## config.mk

```make
export PLATFORM = sky130hd
export DESIGN_NAME = seg_scan_decoder_flat
export DESIGN_NICKNAME = d
export VERILOG_FILES = /design/src/rtl/seg_scan_decoder_if.sv /design/src/rtl/seg_scan_decoder.sv /design/src/flat_wrapper.sv
export SDC_FILE = /design/constraint.sdc
export NUM_CORES = 1
export LEC_CHECK = 0
export BUFFER_PORTS_ARGS = -buffer_cell sky130_fd_sc_hd__buf_2
export CAP_MARGIN = 20
export CORE_ASPECT_RATIO = 1.5
export CORE_UTILIZATION = 50
export DETAILED_ROUTE_END_ITERATION = 10
export GPL_ROUTABILITY_DRIVEN = 1
export HOLD_SLACK_MARGIN = 0.06
export PLACE_DENSITY = 0.69
export SLEW_MARGIN = 20
export SYNTH_ARGS = -nofsm -noshare
export SYNTH_HDL_FRONTEND = slang
export SYNTH_SLANG_ARGS = --single-unit
```

## constraint.sdc

```tcl
create_clock -name clk -period 6.9 [get_ports clk]
set_clock_uncertainty 0.15 [all_clocks]
set_input_delay 0.69 -clock clk [delete_from_list [all_inputs] [get_ports clk]]
set_output_delay 0.69 -clock clk [all_outputs]
set_load 0.005 [all_outputs]
```

## src/rtl/seg_scan_decoder_if.sv

```systemverilog
`default_nettype none
// +----------------------------------------------------------------------------+
// | seg_scan_decoder_if                                                        |
// | Multiplexed seven-segment display bus plus the decoder's readback signals. |
// | Rev 1.0                                                                    |
// +----------------------------------------------------------------------------+
interface seg_scan_decoder_if #(
    parameter int DIGITS = 4
);
    logic [7:0]          seg_i;
    logic [DIGITS-1:0]   an_i;
    logic [4*DIGITS-1:0] val_o;
    logic [DIGITS-1:0]   dpo_o;
    logic [DIGITS-1:0]   err_o;
    logic                upd_o;
    logic                valid_o;

    // The display driver side owns the bus and observes the decoded result.
    modport master (
        output seg_i, an_i,
        input  val_o, dpo_o, err_o, upd_o, valid_o
    );

    modport slave (
        input  seg_i, an_i,
        output val_o, dpo_o, err_o, upd_o, valid_o
    );
endinterface
`default_nettype wire

```

## src/rtl/seg_scan_decoder.sv

```systemverilog
`default_nettype none
// +----------------------------------------------------------------------------+
// | seg_scan_decoder                                                           |
// | Passive observer that reconstructs digit codes from a scanned 7-seg bus.   |
// | Rev 1.0                                                                    |
// +----------------------------------------------------------------------------+
module seg_scan_decoder #(
    parameter int DIGITS        = 4,
    parameter int STABLE_CYCLES = 4
) (
    input  wire logic          clk,
    input  wire logic          rst_n,
    seg_scan_decoder_if.slave  bus
);

    localparam int         SW     = DIGITS + 8;
    localparam logic [3:0] STABLE = 4'(STABLE_CYCLES);

    logic [SW-1:0]       smp_q,  smp_d;
    logic [3:0]          cnt_q,  cnt_d;
    logic [4*DIGITS-1:0] val_q,  val_d;
    logic [DIGITS-1:0]   dpo_q,  dpo_d;
    logic [DIGITS-1:0]   err_q,  err_d;
    logic [DIGITS-1:0]   seen_q, seen_d;
    logic                upd_q,  upd_d;
    logic                valid_q;

    logic [DIGITS-1:0]   an_low;
    logic                onehot;
    logic                differs;
    logic                commit;
    logic                dec_ok;
    logic [3:0]          dec_code;

    // Inverse of the active-low segment encoding; blank maps to F.
    function automatic logic [4:0] decode_seg(input logic [6:0] s);
        logic [4:0] r;
        case (s)
            7'b1000000: r = {1'b1, 4'h0};
            7'b1111001: r = {1'b1, 4'h1};
            7'b0100100: r = {1'b1, 4'h2};
            7'b0110000: r = {1'b1, 4'h3};
            7'b0011001: r = {1'b1, 4'h4};
            7'b0010010: r = {1'b1, 4'h5};
            7'b0000010: r = {1'b1, 4'h6};
            7'b1111000: r = {1'b1, 4'h7};
            7'b0000000: r = {1'b1, 4'h8};
            7'b0010000: r = {1'b1, 4'h9};
            7'b1111111: r = {1'b1, 4'hF};
            default:    r = {1'b0, 4'h0};
        endcase
        return r;
    endfunction

    always_comb begin
        an_low   = ~bus.an_i;
        onehot   = (an_low != '0) && ((an_low & (an_low - DIGITS'(1))) == '0);
        smp_d    = {bus.an_i, bus.seg_i};
        differs  = (smp_d != smp_q);
        {dec_ok, dec_code} = decode_seg(bus.seg_i[6:0]);
    end

    // Commit fires exactly once per run, on the edge the count reaches STABLE.
    always_comb begin
        cnt_d  = cnt_q;
        commit = 1'b0;
        if (!onehot) begin
            cnt_d = 4'd0;
        end else if (differs) begin
            cnt_d  = 4'd1;
            commit = (STABLE == 4'd1);
        end else if (cnt_q < STABLE) begin
            cnt_d  = cnt_q + 4'd1;
            commit = ((cnt_q + 4'd1) == STABLE);
        end
    end

    always_comb begin
        val_d  = val_q;
        dpo_d  = dpo_q;
        err_d  = err_q;
        seen_d = seen_q;
        for (int k = 0; k < DIGITS; k++) begin
            if (commit && an_low[k]) begin
                if (dec_ok) begin
                    val_d[4*k +: 4] = dec_code;
                end
                err_d[k]  = ~dec_ok;
                dpo_d[k]  = ~bus.seg_i[7];
                seen_d[k] = seen_q[k] | dec_ok;
            end
        end
        upd_d = commit && ({val_d, dpo_d, err_d} != {val_q, dpo_q, err_q});
    end

    always_ff @(posedge clk or negedge rst_n) begin
        if (!rst_n) begin
            smp_q   <= '1;
            cnt_q   <= 4'd0;
            val_q   <= '1;
            dpo_q   <= '0;
            err_q   <= '0;
            seen_q  <= '0;
            upd_q   <= 1'b0;
            valid_q <= 1'b0;
        end else begin
            smp_q   <= smp_d;
            cnt_q   <= cnt_d;
            val_q   <= val_d;
            dpo_q   <= dpo_d;
            err_q   <= err_d;
            seen_q  <= seen_d;
            upd_q   <= upd_d;
            valid_q <= &seen_q;
        end
    end

    assign bus.val_o   = val_q;
    assign bus.dpo_o   = dpo_q;
    assign bus.err_o   = err_q;
    assign bus.upd_o   = upd_q;
    assign bus.valid_o = valid_q;

endmodule
`default_nettype wire

```

## src/flat_wrapper.sv

```systemverilog
// flat-port wrapper written by rule: the top's interface ports become plain ports
module seg_scan_decoder_flat 
#(
    parameter int DIGITS        = 4,
    parameter int STABLE_CYCLES = 4
)
  (clk, rst_n, bus_seg_i, bus_an_i, bus_val_o, bus_dpo_o, bus_err_o, bus_upd_o, bus_valid_o);
  seg_scan_decoder_if #(.DIGITS(DIGITS)) bus_i ();
  input  wire logic clk;
  input  wire logic rst_n;
  input wire logic [$bits(bus_i.seg_i)-1:0] bus_seg_i;
  input wire logic [$bits(bus_i.an_i)-1:0] bus_an_i;
  output wire logic [$bits(bus_i.val_o)-1:0] bus_val_o;
  output wire logic [$bits(bus_i.dpo_o)-1:0] bus_dpo_o;
  output wire logic [$bits(bus_i.err_o)-1:0] bus_err_o;
  output wire logic [$bits(bus_i.upd_o)-1:0] bus_upd_o;
  output wire logic [$bits(bus_i.valid_o)-1:0] bus_valid_o;
  assign bus_i.seg_i = bus_seg_i;
  assign bus_i.an_i = bus_an_i;
  assign bus_val_o = bus_i.val_o;
  assign bus_dpo_o = bus_i.dpo_o;
  assign bus_err_o = bus_i.err_o;
  assign bus_upd_o = bus_i.upd_o;
  assign bus_valid_o = bus_i.valid_o;
  seg_scan_decoder #(.DIGITS(DIGITS), .STABLE_CYCLES(STABLE_CYCLES)) u_core (.clk(clk), .rst_n(rst_n), .bus(bus_i));
endmodule
```

# After elaboration in Yosys (flattened, before gate mapping)
# Index checks and enable logic that the tools add are counted.
# op_classes
addsub,2
order_cmp,1
eq_ne,14
n_mux,23
bitwise,8
reduce_logical,10
# ops
op,n
$pmux W5 S11,1
$mux W4,11
$eq A7 B7 Y1 const B,4
$ne A24 B24 Y1,1
$eq A7 B5 Y1 const B,3
$eq A7 B6 Y1 const B,2
$ne A12 B12 Y1,1
$mux W1,11
$eq A7 B2 Y1 const B,1
$logic_not A7 Y1,1
$logic_and A1 B1 Y1,6
$add A4 B1 Y4 const B,1
$and A4 B4 Y4,1
$eq A4 B3 Y1 const B,1
$logic_not A4 Y1,1
$lt A4 B3 Y1 const B,1
$not A4 Y4,1
$or A1 B1 Y1,4
$reduce_and A4 Y1,1
$reduce_bool A4 Y1,1
$sub A4 B1 Y4 const B,1
$ne A3 B3 Y1 const B,1
$not A1 Y1,2
# word_totals
ff_bits,46
input_bits,14
output_inout_bits,26
wordCells,69

# Logic depth before layout (Yosys ltp)
# logic_depth
depth_word,10
ltp_mapped,10
ltp_nobuf,8

# Worst setup path after synthesis
# No wires, ideal clock.
# synth_timing
kind,input-to-reg
start,input port bus_seg_i[3]
end,"register u_core.upd_q, in the netlist u_core.bus.upd_o"
setup_ps,129
t_arrival_ps,2718
required_ps,6621
path_slack_ps,3903
cell_stages,10
n_path_buf,2
cell_sequence,buf_4 -> or3_4 -> a2111oi_4 -> or4_4 -> nor2_2 -> buf_6 -> a221o_1 -> nand2_1 -> a41oi_1 -> a2111o_1
# synth_between
elab_chain_len,7
elab_cells_between_ends,38
cone_classes,eq/ne (12); mux (19); bitwise (1); reduce/logical (6)
# synth_lines
element,line_no,rtl
start: declaration,flat_wrapper.sv:11,input wire logic [$bits(bus_i.seg_i)-1:0] bus_seg_i;
"parallel branches: the longest is 6 deep, another holds $ne A24 B24 Y1",n/a,
$logic_and A1 B1 Y1 (*),seg_scan_decoder.sv:93,"upd_d = commit && ({val_d, dpo_d, err_d} != {val_q, dpo_q, err_q});"
named net u_core.upd_d,seg_scan_decoder.sv:25,"logic upd_q, upd_d;"
end signal: assignment,seg_scan_decoder.sv:113,upd_q <= upd_d;
end: declaration,seg_scan_decoder.sv:25,
# Mark *: on every way through the listed nets, which the timed path passes.
# A chain may end at the register's enable or synchronous reset.

# Worst setup path after layout
# layout_timing
start,input port bus_seg_i[2]
end,"register u_core.upd_q, in the netlist u_core.bus.upd_o"
# The elaborated chain is that of the path after synthesis.

==> impl_metrics.toml <==
[outcome]
status = "completed"

[setup_path]
r2r_setup_slack_ns = 4.00
worstReg2RegStart = "u_core.smp_q[10]"
worstPathRequired_ns = 6.93
cp-end-kind = "flip-flop"
arrival_ns = 3.12
reg2regPathDepth = 8
path_max_fanout = 13
worstSetupPathType = "in -> reg"
rr_endpoint = "u_core.bus.val_o[4]"
critPathLaunchType = "input port"

[pwr]
vdd_drop_max_uv = 111
p_per_area_nw_per_um2 = 174
p_leak_nw = 1.24

[sta]
slew_violations = 0
worst_hold_slack_ns = 0.314
slew_headroom_pct = 36.6
hold_viol = 0
fmax_mhz = 324
period_minus_slack_ns = 3.09
finalSetupViolations = 0
worst_slew_pin_slew_ns = 0.950
tns_ns = 0
rsz0062_at_grt = "false"
fin_crit_sh_pct = 44.8

[logic_synthesis]
synth_top_area_cell = "dfstp_2"
synth_commonest_cells = "dfstp_2 (28), xnor2_1 (20), dfrtp_1 (18)"
avgSynthCellArea_um2 = 10.8
synth_nets = 249
synth-seq-cells = 46
syn_inst = 234
ys_warn_count = 0
synth_top_area_share_pct = 29.1
ys_seq_area_share_pct = 46.9
synthMostInstantiatedCell = "dfstp_2"
syn_area_um2 = 2530
ys.flop_type = "dfstp_2"
yosys-top-cells-area = "dfstp_2 (29%), dfrtp_1 (18%), xnor2_1 (6.9%)"
yosysUniqueCellTypes = 65
ys_async_sr_fraction_pct = 100
synth_edf_count = 0

[grt]
grt_max_degree = 47
grt_usage_pct = 22.0
first_global_vias = 1799
antenna_found_initial = 0
grt_pass1_wl_um = 8670
grt.overflow.total = 0

[clocking]
clk_pin_slew_ns = 0.08
cts_hold_buffers = 0
clkLatencyLatePin_ns = 0.29
cts_tree = "done"
htreeDepth = 2
clkSinkCount = 46
cts_resized = 0
cts_made_buffers = 5
post_cts_buffers = 0
ctsRootBufferMaster = "clkbuf_8"
clockBufferDepth = 2

[route]
drt-total-wl_um = 5240
postRouteAntennaNets = 0
firstDrtPassIters = 6
remaining_drc_errors = 0
drtIter0Drc = 47
vias = 1886
wire_per_inst_um = 15.7
avgViaCountPerCell = 5.65

[place]
place_area_um2 = 2730
portBuffers = 39
hpwl_um = 3870
globalplace.congestion = 0.898

[finish]
stdcell_area_um2 = 2820
nNetsFinal = 282
antenna_cells = 0
drive_gt1_share_pct = 38.8
synthToLayoutAreaGrowth_pct = 11.5

[floorplan]
floorplan.initialDensity_pct = 52.2
dieHeight_um = 89.1
fp.dieArea_um2 = 5350
ios = 40
die_x_um = 60.1
row_count = 31
core_area_um2 = 4850

[hold_path]
worstHoldPathCells = 1
hold_path.class = "reg -> reg"
hold_end = "u_core.seen_q[2]"
worstHoldStart = "u_core.seen_q[2]"

[job]
max_cap_viol_count = 0
[sequential cells by signal, indices dropped and copies added, names as in the netlist]
signal	cells
u_core.smp_q	12
u_core.bus.dpo_o	4
u_core.seen_q	4
u_core.bus.val_o	16
u_core.cnt_q	4
u_core.bus.valid_o	1
u_core.bus.err_o	4
u_core.bus.upd_o	1
[worst max-delay path by stage]
stage	startpoint	endpoint	slack (ns)	depth (start not counted)
after floorplan	bus_seg_i[3]	u_core.bus.upd_o	3.90	10
after global placement	bus_seg_i[4]	u_core.bus.upd_o	3.60	9
after detailed placement	bus_seg_i[2]	u_core.bus.upd_o	3.53	9
after CTS	bus_seg_i[2]	u_core.bus.upd_o	3.84	9
after global routing	bus_seg_i[2]	u_core.bus.upd_o	3.67	9
final	bus_seg_i[2]	u_core.bus.upd_o	3.81	9
[stage by stage]
stage	setup slack [ns]	total power [mW]	util, %	instances
final	3.81	0.491	58.2	334
after floorplan	3.90	0.318	-	234
after global placement	3.60	0.331	56.3	326
after CTS	3.84	0.495	58.2	334
after global routing	3.67	0.513	58.2	334
after detailed placement	3.53	0.332	56.3	326
[cell families after synthesis]
| family | after synthesis | share of synthesized area, % |
|---|---|---|
| simple gates | 80 | 18.7 |
| compound gates | 46 | 14.3 |
| flops | 46 | 46.9 |
| xor+xnor | 22 | 7.62 |
| buf+inv | 21 | 4.21 |
| mux | 18 | 7.77 |
| fa+ha+maj | 1 | 0.495 |
[power by group]
part / internal, mW / switching (mW)
Clock: 0.0817 / 0.0828
Combinational: 0.0172 / 0.0305
Sequential: 0.277 / 0.00204
Total: 0.376 / 0.115
[critical path, cell delays in order]
cell       delay [ns]
buf_2            0.22
nor3_1           0.12
and3_1           0.22
or4_4            0.51
nor2_2           0.32
o21ai_0          0.18
a2111oi_2        0.38
a41oi_1          0.17
a2111o_1         0.31
[metal layers]
| layer | vias up | global-route usage [%] | share of wire, % |
|---|---|---|---|
| met3 | 6 | 4.92 | 3.6 |
| li1 | 919 | - | - |
| met1 | 919 | 28.1 | 43 |
| met5 | - | 0 | 0 |
| met2 | 42 | 36.6 | 51 |
| met4 | 0 | 7.19 | 1.5 |
[layout by cell type, fill, tap and decap left out, drive strengths merged, types with 5 or more instances in the layout]
| cell type | count |
|---|---|
| buf | 39 |
| dfstp | 28 |
| xnor2 | 20 |
| dfrtp | 18 |
| nor2 | 15 |
| mux2 | 13 |
| nand2 | 13 |
| a21oi | 11 |
| inv | 8 |
| nor3 | 8 |
| clkbuf | 8 |
| nand4 | 7 |
| o21ai | 6 |
| mux2i | 5 |
| nand3 | 5 |
| nor4 | 5 |
[final cells by class]
class	instances	area [µm²]
tap	66	82.6
inverter	8	30.0
multi-input combinational	167	1240
timing repair buffer	39	195
sequential	46	1190
fill	434	2030
clock buffer	8	90.1
No activity file was read; power rests on OpenSTA's default activity.
